$ cat src/rtl/debug_pkg.sv
// Shared definitions for the UART debug unit: state encoding, command codes and frame geometry.
package debug_pkg;
    localparam int MEM_ADDR_W  = 8;
    localparam int FRAME_BYTES = 8;

    localparam logic [31:0]           HALT_WORD = 32'hFFFF_FFFF;
    localparam logic [MEM_ADDR_W-1:0] MEM_LAST  = '1;

    localparam logic [7:0] CMD_LOAD = 8'h01;
    localparam logic [7:0] CMD_STEP = 8'h02;
    localparam logic [7:0] CMD_FAST = 8'h03;

    typedef enum logic [2:0] {
        ST_IDLE,
        ST_LOAD,
        ST_LOAD_WR,
        ST_RUN,
        ST_STEP,
        ST_SEND,
        ST_WAIT_TX
    } state_t;
endpackage

$ cat src/rtl/dbg_tx_frame.sv
// Status frame transmitter: snapshots {pc, cycle count} and shifts it out MSB byte first over the UART.
module dbg_tx_frame
    import debug_pkg::*;
(
    input  logic        clk,
    input  logic        rst,
    input  logic        load,
    input  logic [31:0] pc,
    input  logic [31:0] cnt,
    input  logic        send,
    input  logic        wait_tx,
    input  logic        tx_done,
    output logic [7:0]  data_send,
    output logic        tx_start,
    output logic        frame_done
);
    localparam int IDX_W = $clog2(FRAME_BYTES);

    logic [63:0]      snap;
    logic [IDX_W-1:0] idx;
    logic             byte_done;

    assign byte_done  = wait_tx && tx_done;
    assign frame_done = byte_done && (idx == IDX_W'(FRAME_BYTES - 1));

    always_ff @(posedge clk) begin
        if (rst) begin
            snap      <= '0;
            idx       <= '0;
            data_send <= '0;
            tx_start  <= 1'b0;
        end else begin
            tx_start <= 1'b0;
            if (load) begin
                snap <= {pc, cnt};
                idx  <= '0;
            end
            if (send) begin
                data_send <= snap[63:56];
                tx_start  <= 1'b1;
            end
            // The snapshot is consumed as a shift register; the top byte is always the next one out.
            if (byte_done) begin
                snap <= {snap[55:0], 8'h00};
                idx  <= frame_done ? '0 : idx + 1'b1;
            end
        end
    end
endmodule

$ cat src/rtl/debug_unit.sv
// UART-driven debug controller: loads instruction memory, runs or single-steps the pipeline, reports PC and cycle count.
module debug_unit
    import debug_pkg::*;
(
    input  logic                  clk,
    input  logic                  rst,
    input  logic                  i_rx_done,
    input  logic [7:0]            i_data,
    input  logic                  i_tx_done,
    input  logic                  i_halt,
    input  logic [31:0]           i_pc,
    output logic [7:0]            o_data_send,
    output logic                  o_tx_start,
    output logic                  o_cpu_enable,
    output logic                  o_mem_we,
    output logic [MEM_ADDR_W-1:0] o_mem_addr,
    output logic [31:0]           o_mem_data
);
    state_t                state, state_next;
    logic [MEM_ADDR_W-1:0] word_addr;
    logic [1:0]            byte_cnt;
    logic [31:0]           asm_word;
    logic [31:0]           cycle_cnt;
    logic [31:0]           cnt_next;
    logic                  frame_done;
    logic                  snap_load;

    always_comb begin
        state_next = state;
        case (state)
            ST_IDLE: begin
                if (i_rx_done) begin
                    if (i_data == CMD_LOAD)      state_next = ST_LOAD;
                    else if (i_data == CMD_STEP) state_next = i_halt ? ST_SEND : ST_STEP;
                    else if (i_data == CMD_FAST) state_next = ST_RUN;
                end
            end
            ST_LOAD:    if (i_rx_done && byte_cnt == 2'd3) state_next = ST_LOAD_WR;
            ST_LOAD_WR: state_next = (o_mem_data == HALT_WORD || o_mem_addr == MEM_LAST) ? ST_IDLE : ST_LOAD;
            ST_RUN:     if (i_halt) state_next = ST_SEND;
            ST_STEP:    state_next = ST_SEND;
            ST_SEND:    state_next = ST_WAIT_TX;
            ST_WAIT_TX: begin
                if (frame_done)     state_next = ST_IDLE;
                else if (i_tx_done) state_next = ST_SEND;
            end
            default:    state_next = ST_IDLE;
        endcase
    end

    // The snapshot must include the enable cycle retiring on the same edge, hence cnt_next.
    assign cnt_next  = cycle_cnt + {31'd0, o_cpu_enable};
    assign snap_load = (state_next == ST_SEND) && (state != ST_WAIT_TX);

    always_ff @(posedge clk) begin
        if (rst) begin
            state        <= ST_IDLE;
            o_cpu_enable <= 1'b0;
            o_mem_we     <= 1'b0;
            o_mem_addr   <= '0;
            o_mem_data   <= '0;
            word_addr    <= '0;
            byte_cnt     <= '0;
            asm_word     <= '0;
            cycle_cnt    <= '0;
        end else begin
            state        <= state_next;
            o_cpu_enable <= (state_next == ST_RUN) || (state_next == ST_STEP);
            o_mem_we     <= (state_next == ST_LOAD_WR);
            cycle_cnt    <= cnt_next;
            if (state == ST_IDLE && state_next == ST_LOAD) begin
                word_addr <= '0;
                byte_cnt  <= '0;
                cycle_cnt <= '0;
            end
            if (state == ST_LOAD && i_rx_done) begin
                asm_word <= {asm_word[23:0], i_data};
                byte_cnt <= byte_cnt + 2'd1;
            end
            if (state_next == ST_LOAD_WR) begin
                o_mem_addr <= word_addr;
                o_mem_data <= {asm_word[23:0], i_data};
            end
            if (state == ST_LOAD_WR && word_addr != MEM_LAST)
                word_addr <= word_addr + 1'b1;
        end
    end

    dbg_tx_frame u_tx_frame (
        .clk        (clk),
        .rst        (rst),
        .load       (snap_load),
        .pc         (i_pc),
        .cnt        (cnt_next),
        .send       (state == ST_SEND),
        .wait_tx    (state == ST_WAIT_TX),
        .tx_done    (i_tx_done),
        .data_send  (o_data_send),
        .tx_start   (o_tx_start),
        .frame_done (frame_done)
    );
endmodule

$ cat config.mk
export PLATFORM = sky130hd
export DESIGN_NAME = debug_unit
export DESIGN_NICKNAME = d
export VERILOG_FILES = /design/src/rtl/debug_pkg.sv /design/src/rtl/dbg_tx_frame.sv /design/src/rtl/debug_unit.sv
export SDC_FILE = /design/constraint.sdc
export NUM_CORES = 1
export LEC_CHECK = 0
export ABC_AREA = 1
export CAP_MARGIN = 25
export CORE_ASPECT_RATIO = 0.5
export CORE_MARGIN = 2
export CORE_UTILIZATION = 45
export CTS_BUF_LIST = sky130_fd_sc_hd__clkbuf_16
export CTS_CLUSTER_DIAMETER = 40
export DETAILED_ROUTE_END_ITERATION = 10
export PLACE_DENSITY = 0.74
export SYNTH_ARGS = -nofsm -noshare
export SYNTH_HDL_FRONTEND = slang
export SYNTH_SLANG_ARGS = --single-unit
$ cat constraint.sdc
create_clock -name clk -period 5 [get_ports clk]
set_input_delay 1.5 -clock clk [delete_from_list [all_inputs] [get_ports clk]]
set_output_delay 1.5 -clock clk [all_outputs]
set_load 0.02 [all_outputs]
After elaboration in Yosys (flattened, before gate mapping)
Index checks and enable logic that the tools add are counted.
W data, S select, Z words.
{"block": "op_classes", "add_sub_neg": 4, "eq_ne": 20, "muxes": 21, "n_reduce_logical": 15}
{"cell": "$mux W64", "count": 2}
{"cell": "$mux W3", "count": 11}
{"cell": "$add A32 B1 Y32", "count": 1}
{"cell": "$eq A32 B32 Y1 const B", "count": 1}
{"cell": "$pmux W3 S7", "count": 1}
{"cell": "$eq A3 B3 Y1 const B", "count": 6}
{"cell": "$eq A8 B2 Y1 const B", "count": 2}
{"cell": "$mux W8", "count": 2}
{"cell": "$eq A3 B2 Y1 const B", "count": 4}
{"cell": "$add A8 B1 Y8 const B", "count": 1}
{"cell": "$eq A8 B1 Y1 const B", "count": 1}
{"cell": "$eq A8 B8 Y1 const B", "count": 1}
{"cell": "$ne A8 B8 Y1 const B", "count": 1}
{"cell": "$logic_and A1 B1 Y1", "count": 7}
{"cell": "$eq A3 B1 Y1 const B", "count": 2}
{"cell": "$reduce_bool A2 Y1", "count": 3}
{"cell": "$mux W2", "count": 2}
{"cell": "$reduce_or A2 Y1", "count": 2}
{"cell": "$add A3 B1 Y3 const B", "count": 1}
{"cell": "$logic_not A3 Y1", "count": 1}
{"cell": "$mux W1", "count": 3}
{"cell": "$ne A3 B3 Y1 const B", "count": 1}
{"cell": "$add A2 B1 Y2 const B", "count": 1}
{"cell": "$eq A2 B2 Y1 const B", "count": 1}
{"cell": "$logic_or A1 B1 Y1", "count": 2}
{"block": "totals", "register_bits": 187, "in_bits": 45, "out_inout_bits": 51}

Longest topological paths before layout
Gate-level depths: netlist (run 1).
{"block": "depth", "depth_word": 10, "depth_mapped": 16}

Modules after synthesis
A second synthesis (run 1) with hierarchy kept.
{"block": "hier_totals", "cells_unflattened": 1306, "area_unflattened_um2": 9152.5}
{"mod": "debug_unit", "n_inst": 1, "cells_per_inst": 721, "area_per_inst_um2": 5109.9, "seq_area_each_um2": 2222.1}
{"mod": "dbg_tx_frame", "n_inst": 1, "cells_per_inst": 585, "area_per_inst_um2": 4042.6, "seq_area_each_um2": 1521.5}

Least setup slack after synthesis (run 1)
No wires, ideal clock.
{"block": "synth_path", "kind": "input port to flip-flop", "start": "input port i_data[2]", "end": "register u_tx_frame.snap[61]", "setup_ns": 0.128, "t_arrival_ns": 2.820, "required_time_ns": 4.872, "path_slack_ns": 2.052, "stages": 14, "n_path_buf": 2, "cell_sequence": "nor2_1 -> nand2_1 -> nor2_1 -> inv_1 -> nand2_1 -> nand2_1 -> a21oi_2 -> nand3_2 -> nand2_1 -> buf_4 -> buf_6 -> nor2_1 -> nor2_1 -> nor2_1"}
{"block": "synth_between", "elab_chain_len": 9, "elab_cells_between_ends": 11, "classes_between": "eq/ne (4); mux (5); reduce/logical (2)"}
{"item": "start, declared", "line": "debug_unit.sv:8", "text": "input logic [7:0] i_data,"}
{"item": "$eq A8 B2 Y1", "line": "debug_unit.sv:35", "text": "else if (i_data == CMD_FAST) state_next = ST_RUN;"}
{"item": "$mux W3", "line": "debug_unit.sv:35"}
{"item": "$mux W3", "line": "debug_unit.sv:34", "text": "else if (i_data == CMD_STEP) state_next = i_halt ? ST_SEND : ST_STEP;"}
{"item": "$mux W3 (*)", "line": "debug_unit.sv:33", "text": "if (i_data == CMD_LOAD) state_next = ST_LOAD;"}
{"item": "$mux W3 (*)", "line": "debug_unit.sv:32", "text": "if (i_rx_done) begin"}
{"item": "$pmux W3 S7 (*)", "line": "debug_unit.sv:30", "text": "case (state)"}
{"item": "$eq A3 B3 Y1 (*)", "line": "debug_unit.sv:53", "text": "assign snap_load = (state_next == ST_SEND) && (state != ST_WAIT_TX);"}
{"item": "$logic_and A1 B1 Y1 (*)", "line": "debug_unit.sv:53"}
{"item": "$reduce_bool A2 Y1 (no source line) (*)"}
{"item": "end signal, assigned", "line": "dbg_tx_frame.sv:35", "text": "snap <= {pc, cnt};"}
{"item": "end signal, assigned", "line": "dbg_tx_frame.sv:44", "text": "snap <= {snap[55:0], 8'h00};"}
{"item": "end, declared", "line": "dbg_tx_frame.sv:19", "text": "logic [63:0] snap;"}
Every way passes the cells marked *; elsewhere a longest branch is shown, timed or not.
A chain may end at the register's enable or synchronous reset.

Worst setup path in the final report (run 1)
{"block": "layout_path", "start": "input port i_rx_done", "end": "register cycle_cnt[24]"}
{"block": "layout_between", "elab_chain_len": 6, "elab_cells_between_ends": 7, "classes_between": "eq/ne (1); mux (3); reduce/logical (3)"}
{"item": "start, declared", "line": "debug_unit.sv:7", "text": "input logic i_rx_done,"}
{"item": "$logic_and A1 B1 Y1", "line": "debug_unit.sv:38", "text": "ST_LOAD: if (i_rx_done && byte_cnt == 2'd3) state_next = ST_LOAD_WR;"}
{"item": "$mux W3", "line": "debug_unit.sv:38"}
{"item": "$pmux W3 S7 (*)", "line": "debug_unit.sv:30"}
{"item": "$eq A3 B1 Y1 (*)", "line": "debug_unit.sv:71", "text": "if (state == ST_IDLE && state_next == ST_LOAD) begin"}
{"item": "$logic_and A1 B1 Y1 (*)", "line": "debug_unit.sv:71"}
{"item": "$reduce_or A2 Y1 (no source line) (*)"}
{"item": "end signal, assigned", "line": "debug_unit.sv:70", "text": "cycle_cnt <= cnt_next;"}
{"item": "end, declared", "line": "debug_unit.sv:23", "text": "logic [31:0] cycle_cnt;"}
Marked as above.

==> results of run 1 <==
[where the power goes]
part,internal (mW),leakage (nW),switching (mW),total (mW)
logic,0.0450,2.26,0.0634,0.108
clock network,0.707,0.280,0.630,1.34
registers,1.49,1.51,0.00387,1.50
[synthesized netlist by cell type]
library cell	instances	share of area, %
a21oi_1	77	4.5
a21oi_2	1	0.10
and3_1	1	0.074
buf_1	1	0.044
buf_2	10	0.59
buf_4	2	0.18
buf_6	3	0.40
clkbuf_1	45	2.0
clkinv_1	1	0.044
dfxtp_1	187	44
ha_1	6	0.88
inv_1	123	5.4
inv_2	4	0.18
nand2_1	257	11
nand2_2	1	0.074
nand3_1	23	1.4
nand3_2	1	0.12
nand3b_1	5	0.44
nand4_1	55	4.0
nand4_2	1	0.15
nor2_1	336	15
nor2_2	2	0.15
nor3_1	13	0.76
nor3_2	3	0.35
nor4_4	1	0.25
o21a_1	1	0.088
o21ai_0	93	5.5
o21ai_1	4	0.24
or2_0	1	0.074
or2_2	3	0.22
xor2_1	16	1.6
[how the worst max path moves through the flow]
stage | start | endpoint | slack, ps
floorplan | i_data[2] | u_tx_frame.snap[61]$_SDFFE_PP0P_ | 2050
global placement | i_rx_done | cycle_cnt[22]$_SDFF_PP0_ | 840
detailed placement | i_rx_done | cycle_cnt[30]$_SDFF_PP0_ | 750
CTS | i_rx_done | cycle_cnt[30]$_SDFF_PP0_ | 1180
global route | i_rx_done | cycle_cnt[24]$_SDFF_PP0_ | 890
finish | i_rx_done | cycle_cnt[24]$_SDFF_PP0_ | 1160
[critical path, cell delays in order]
cell,delay [ps]
clkdlybuf4s50_1,450
inv_1,110
nor4_4,40
nand2_2,360
nand2_1,160
nor2_4,130
buf_4,460
nand4_2,330
nand2_1,150
buf_4,340
a21oi_1,80
[layer usage]
metal	routed length, µm	track usage (%)	part of all wire, %
met1	10300	29.2	49
met2	9300	33.7	44
met3	956	3.90	4.6
met4	457	8.04	2.2
met5	0	0	0
[per-stage QoR]
stage               hold WS, ps  setup WS (ps)  utilization, %  instance area, µm²
floorplan                   429           2050               -                8510
global placement            441            837            52.0                9600
detailed placement          447            752            52.0                9600
CTS                         451           1180            55.1               10200
global route                474            888            55.1               10200
finish                      445           1160            55.1               10200
[flip-flops by register name, indices dropped and copies added, names as in the netlist]
name,count
asm_word,24
byte_cnt,2
cycle_cnt,32
o_cpu_enable,1
o_mem_addr,8
o_mem_data,32
o_mem_we,1
state,3
u_tx_frame.data_send,8
u_tx_frame.idx,3
u_tx_frame.snap,64
u_tx_frame.tx_start,1
word_addr,8
[cell type report]
type	instances	area, µm²	share of cell area, %
Clock inverter	15	154	1.51
Clock buffer	17	425	4.18
Timing Repair Buffer	105	1020	10.0
Tap cell	259	324	3.18
Sequential cell	187	3740	36.8
Inverter	128	480	4.72
Multi-Input combinational cell	901	4030	39.6
[cell families (layout without fill, tap and decap cells)]
logic type / after synthesis / after routing / share of synthesized area, %
buf+inv: 189 / 265 / 8.84
flops: 187 / 187 / 44.0
simple gates: 703 / 703 / 34.2
xor+xnor: 16 / 16 / 1.65
fa+ha+maj: 6 / 6 / 0.882
compound gates: 176 / 176 / 10.4
==> results.txt, run 1 <==
- Outcome: finished clean
- Synthesis produced a netlist with a net count of 1328.
- Clock tree synthesis inserted a total of 17 buffers.
- FILL cells: 1782
- The finished layout holds 1612 standard cells, fillers aside.
- Setup violations remaining at the end of the flow were counted as 0.
- # placed instances: 1580
- 0 antenna diodes ended up in the layout.
* Vias in the first global route: 7320
* # H-tree levels: 4
- STA classifies the critical path startpoint as an input pin.
- Areal power density over the cells: 289 nW/µm²
* Tightest slew margin relative to the limit: 46.0%
- The worst setup path is of the in -> reg kind.
- Count of yosys warnings during synthesis: 0
- The library cell used most frequently in the layout, excluding fill and tap cells, is nor2_1.
- For this configuration, the core starts out at a cell density of 46.0%.
- Synthesis produced 1277 cells.
- Sequential fraction of the synthesis area: 44.0%
* Clk slew on worst S/H paths: 80 ps
* Leading cell types in the layout, fill and taps excluded: nor2_1 (335), nand2_1 (257), dfxtp_1 (187), inv_1 (123), clkdlybuf4s50_1 (94)
- The worst path uses 76.9% of the clock period.
- Summed over all layers, the global routing overflow is 0.
- Final GP Congestion: 0.936
- The clock passes through at most 2 buffers.
* Kind of end point of the critical path: flop
- In this run the mean area of a mapped cell was 6.66 µm².
- Cell depth of the worst hold path: 2
* Cell at the root of the clock tree: clkbuf_16
* RR Startpoint: state[2]$_SDFF_PP0_
* TritonCTS clock tree: done
- Post-synthesis register bit count: 187
- DR iter-0 viols: 741
* Largest driver fanout on the critical path: 52
- Width of the die: 198 µm
- Post-CTS timing repair inserted 0 buffers for setup.
- Detail-routed via count per cell: 4.95
- Hold WC Path Type: reg -> reg
- Max rail drop VDD: 182 µV
- Data arrives at the worst endpoint at 4140 ps.
* Chip Height: 101 µm
- End point of the worst hold path: u_tx_frame.data_send[5]$_SDFFE_PP0P_
- After the last flow step, the layout net total stands at 1391.
- At the pin with the least slew margin, the transition time is 810 ps.
- Global-route usage over all layers: 21.3%
- Clock tree synthesis found a total of 187 sinks.
* Sum of net half-perimeters after detailed placement: 14.6 mm
* Final routed wirelength across all metal layers: 21.0 mm
- For this design, the CTS-stage hold fixing added 0 buffers.
- Largest net degree at the start of global routing: 70
* DRC violations left: 0
* Number of antenna violations at the first check in global routing: 0
- Beginning of the worst hold path: u_tx_frame.snap[61]$_SDFFE_PP0P_
- Final Hold Fails: 0
* Post-cts resize count: 0
* Worst Reg2Reg Path Length in Cells: 9
- Fraction of layout cells with a size suffix above 1: 4.43%
- Setup repair after global routing left no endpoint under its margin.
* Total Negative Setup Slacks: 0 ps
* Post-synthesis cell type count: 31
* Max Fclk: 0.260 GHz
- Layout Skew: 11.0 ps
* Capture point of the worst reg-to-reg path: cycle_cnt[24]$_SDFF_PP0_
* Placement row count: 35
- Register-to-register path setup slack: 2200 ps
- Total Power: 2.94 mW
* Static leakage power: 4.04 nW
* Via count: 7980
- Wirelength per Cell: 13.0 µm
* DRT Pass-1 Iters: 5
- Area Growth Syn to Fin: 19.7%
- Data on the critical path is required at its endpoint by 5300 ps.
* Number of buffer cells added on primary ports: 95
- After layout, the minimum clock period comes to 3840 ps.
- Clock latency on the worst-skew pair, taken at its later pin, is 430 ps.
* Max-slew violation count: 0
- 96 I/O pins were placed.
* Cell area after synthesis: 8510 µm²
- Across the run, the number of max-cap violations was 0.
* Area enclosed by the die boundary: 20100 µm²
- Wire length of the first global-routing pass: 34.7 mm
- The core region is 18500 µm².
- In this run the remaining antenna-violating nets after routing total 0.
Note: power is estimated with default switching activity, not from simulation.
==> run 2: changes to the inputs <==
PLACE_DENSITY = 0.77   (was 0.74)
clock period = 3.5 ns   (was 5 ns; I/O delays follow)
==> run 2 against run 1 <==
  * Sequential share of layout area down 0.25 points
  * Design area up 0.69%
  * Setup slack worse by 630 ps
  * Clock power up 38%
  * Register-to-register slack worse by 1400 ps
  * Utilization up 0.38 points
  * Routed wire length up 0.71%
  * Hold slack better by 10 ps
  * Count of clock-buffer cells in the layout unchanged
  * Total power up 41%
==> results.txt, run 2 (synthesis gave the netlist of run 1 again) <==
* Final setup fails: 0 (unchanged)
- The largest net degree at the start of global routing was 70 (unchanged).
- The total power consumption of the routed design is 4.14 mW (+41%).
* # H-tree levels: 4 (unchanged)
- Of the available clock period, the critical path in the final layout requires 84.9%.
* Outcome: finished clean
* Wirelength per Cell: 13.1 µm (+0.47%)
* Total Negative Setup Slacks: 0 ps (unchanged)
* Final Util: 55.5% (+0.38 points)
* Clk sink count: 187 (unchanged)
- The placement-stage worst setup slack was 170 ps (-582 ps).
* Register name with the most flops: u_tx_frame.snap
* Hold buffer count at CTS: 0 (unchanged)
* DR iter-0 viols: 698 (-5.8%)
- Largest registers in the final layout: u_tx_frame.snap (64), cycle_cnt (32), o_mem_data (32)
- The arrival time of the worst setup path was 3330 ps (-810 ps).
* Tightest slew margin relative to the limit: 50.6% (+4.6 points)
- The number of global-route vias before repair was 7550 (+3.1%).
- Total gr overflow: 0 (unchanged)
- The number of optimization iterations in the first detailed-route pass was 5 (unchanged).
* Clock period minus worst slack: 2970 ps
* Worst slew pin tran: 741 ps (-69.3 ps)
* Max-slew violation count: 0 (unchanged)
- Hold WC Path Type: reg -> reg
* Cell at the root of the clock tree: clkbuf_16
- Fraction of layout cells with a size suffix above 1: 4.72% (+0.28 points)
- The least setup slack across all paths after layout was 529 ps (-627 ps).
- The cell area after placement is 9700 µm² (+0.96%).
- Combinational cell fraction of total power: 3.8% (about the same)
- Post-route worst hold slack: 456 ps (+10.2 ps)
- CTS buffer count: 17 (unchanged)
- The area of the die came to 20100 µm² (unchanged).
- The total wire length after detailed routing is 21.1 mm (+0.71%).
- The area of the placeable core came to 18500 µm² (unchanged).
- Detail-routed via count per cell: 5.01 (+1.1%)
- In the layout the commonest cells are nor2_1 (335), nand2_1 (257), dfxtp_1 (187), inv_1 (123), clkdlybuf4s50_1 (94).
- The y dimension of the die was 101 µm (unchanged).
- The power per standard cell area was 404 nW/µm² (+40%).
- Final design instance area without fill: 10300 µm² (+0.69%)
- From synthesis to final layout, the design area changed by 20.5%.
- Number of antenna violations at the first check in global routing: 0 (unchanged)
* Filler-free cell count of the finished design: 1616 (+0.25%)
- The number of nets in the finished design came to 1395 (+0.29%).
- FILL cells: 1771 (-0.62%)
- The number of port buffers came to 95 (unchanged).
- Type of the setup path with the least slack: in -> reg
- The worst setup path is captured at a flop.
* Antenna-violating nets left: 0 (unchanged)
- The number of setup buffers added after CTS is 0 (unchanged).
* Width of the die: 198 µm (unchanged)
- The total half-perimeter wirelength after legalization and detailed placement is 14.7 mm (+0.61%).
- Placement row count: 35 (unchanged)
- The residual DRC count was 0 (unchanged).
- The total routing resource utilization after global routing came to 21.5% (+0.18 points).
- The flip-flop count of the largest register after layout came to 64 (unchanged).
- The clock latency reported for the late side of the worst-skew pair was 430 ps (about the same).
* Sw Ratio: 24.2% (+0.52 points)
- Data required time of the critical path: 3860 ps (-1440 ps)
- Portion of total power attributed to sequential cells: 51.6% (+0.7 points)
- The worst setup path is launched from an input pin.
- The setup slack of the most critical reg-to-reg path is 820 ps (-1380 ps).
- The critical-path maximum fanout came to 50 (-3.8%).
* Clk slew on worst S/H paths: 70 ps (about the same)
* CTS max path bufs: 2 (unchanged)
- The number of vias in the routed layout was 8090 (+1.4%).
* Antenna cells: 0 (unchanged)
* TritonCTS clock tree: done
- Max rail drop VDD: 260 µV (+43%)
- The number of gates resized after cts was 0 (unchanged).
- Final GP Congestion: 0.917 (-2.0%)
* Final Hold Fails: 0 (unchanged)
- # placed instances: 1584 (+0.25%)
* Switch Pwr: 1.00 mW (+44%)
- P_int: 3.14 mW (+40%)
- MaxCap Viol Count: 0 (unchanged)
* Relative contribution of the clock network to total power: 44.6% (-0.8 points)
- The total I/O pin count came to 96 (unchanged).
- Most common cell after layout, fill and taps aside: nor2_1
* Wire length of the first global-routing pass: 35.3 mm (+1.7%)
* Static leakage power: 4.07 nW (+0.61%)
* Layout Skew: 16.7 ps (+5.70 ps)
- Setup repair after global routing left no endpoint under its margin.
* Max Fclk: 0.337 GHz
- Initial core utilization: 46.0% (unchanged)
==> run 2: per-layer routing <==
layer | up-vias | part of all wire, % | routed length, µm | global-route usage (%)
met5 | - | 0 | 0 | 0
met4 | 0 | 1.6 | 348 | 7.06
met3 | 29 | 5.1 | 1070 | 3.23
met2 | 206 | 46 | 9700 | 35.7
met1 | 3700 | 47 | 10000 | 29.0
li1 | 4155 | - | - | -
==> run 2: cell type report <==
class / count / area [µm²] / share of cell area [%]
multi-input cells: 901 / 4030 / 39.3
flip-flops and latches: 187 / 3740 / 36.5
repair buffers: 109 / 1110 / 10.9
inverters: 128 / 480 / 4.69
clock buffers: 17 / 425 / 4.15
well taps: 259 / 324 / 3.16
clock inverters: 15 / 131 / 1.28
==> run 2: final timing paths <==
check | to | from | cells past startpoint
worst min-delay path | u_tx_frame.data_send[2]$_SDFFE_PP0P_ | u_tx_frame.snap[58]$_SDFFE_PP0P_ | 2
worst min register to register | u_tx_frame.data_send[2]$_SDFFE_PP0P_ | u_tx_frame.snap[58]$_SDFFE_PP0P_ | 2
worst max-delay path | u_tx_frame.snap[38]$_SDFFE_PP0P_ | i_data[0] | 14
worst max register to register | u_tx_frame.snap[18]$_SDFFE_PP0P_ | o_cpu_enable$_SDFF_PP0_ | 9
==> run 2: worst max-delay path: stages <==
cell and delay [ps]:
clkdlybuf4s50_1 610, nand2_1 110, nor2_1 120, nand2_1 110, nand2_1 80, nand2_1 40
nand2_1 60, nand2_1 60, nand2_1 180, buf_4 470, nand4_1 190, nand2_1 120
nor2_1 50, nor2_1 60
==> run 2: power by group through the flow <==
stage / logic [mW] / registers (mW) / clock network [mW]
after global routing: 0.173 / 2.14 / 1.96
after CTS: 0.158 / 2.14 / 1.88
final: 0.158 / 2.14 / 1.85
after floorplan: 0.0768 / 2.19 / 0
after global placement: 0.156 / 2.19 / 0
after detailed placement: 0.157 / 2.19 / 0
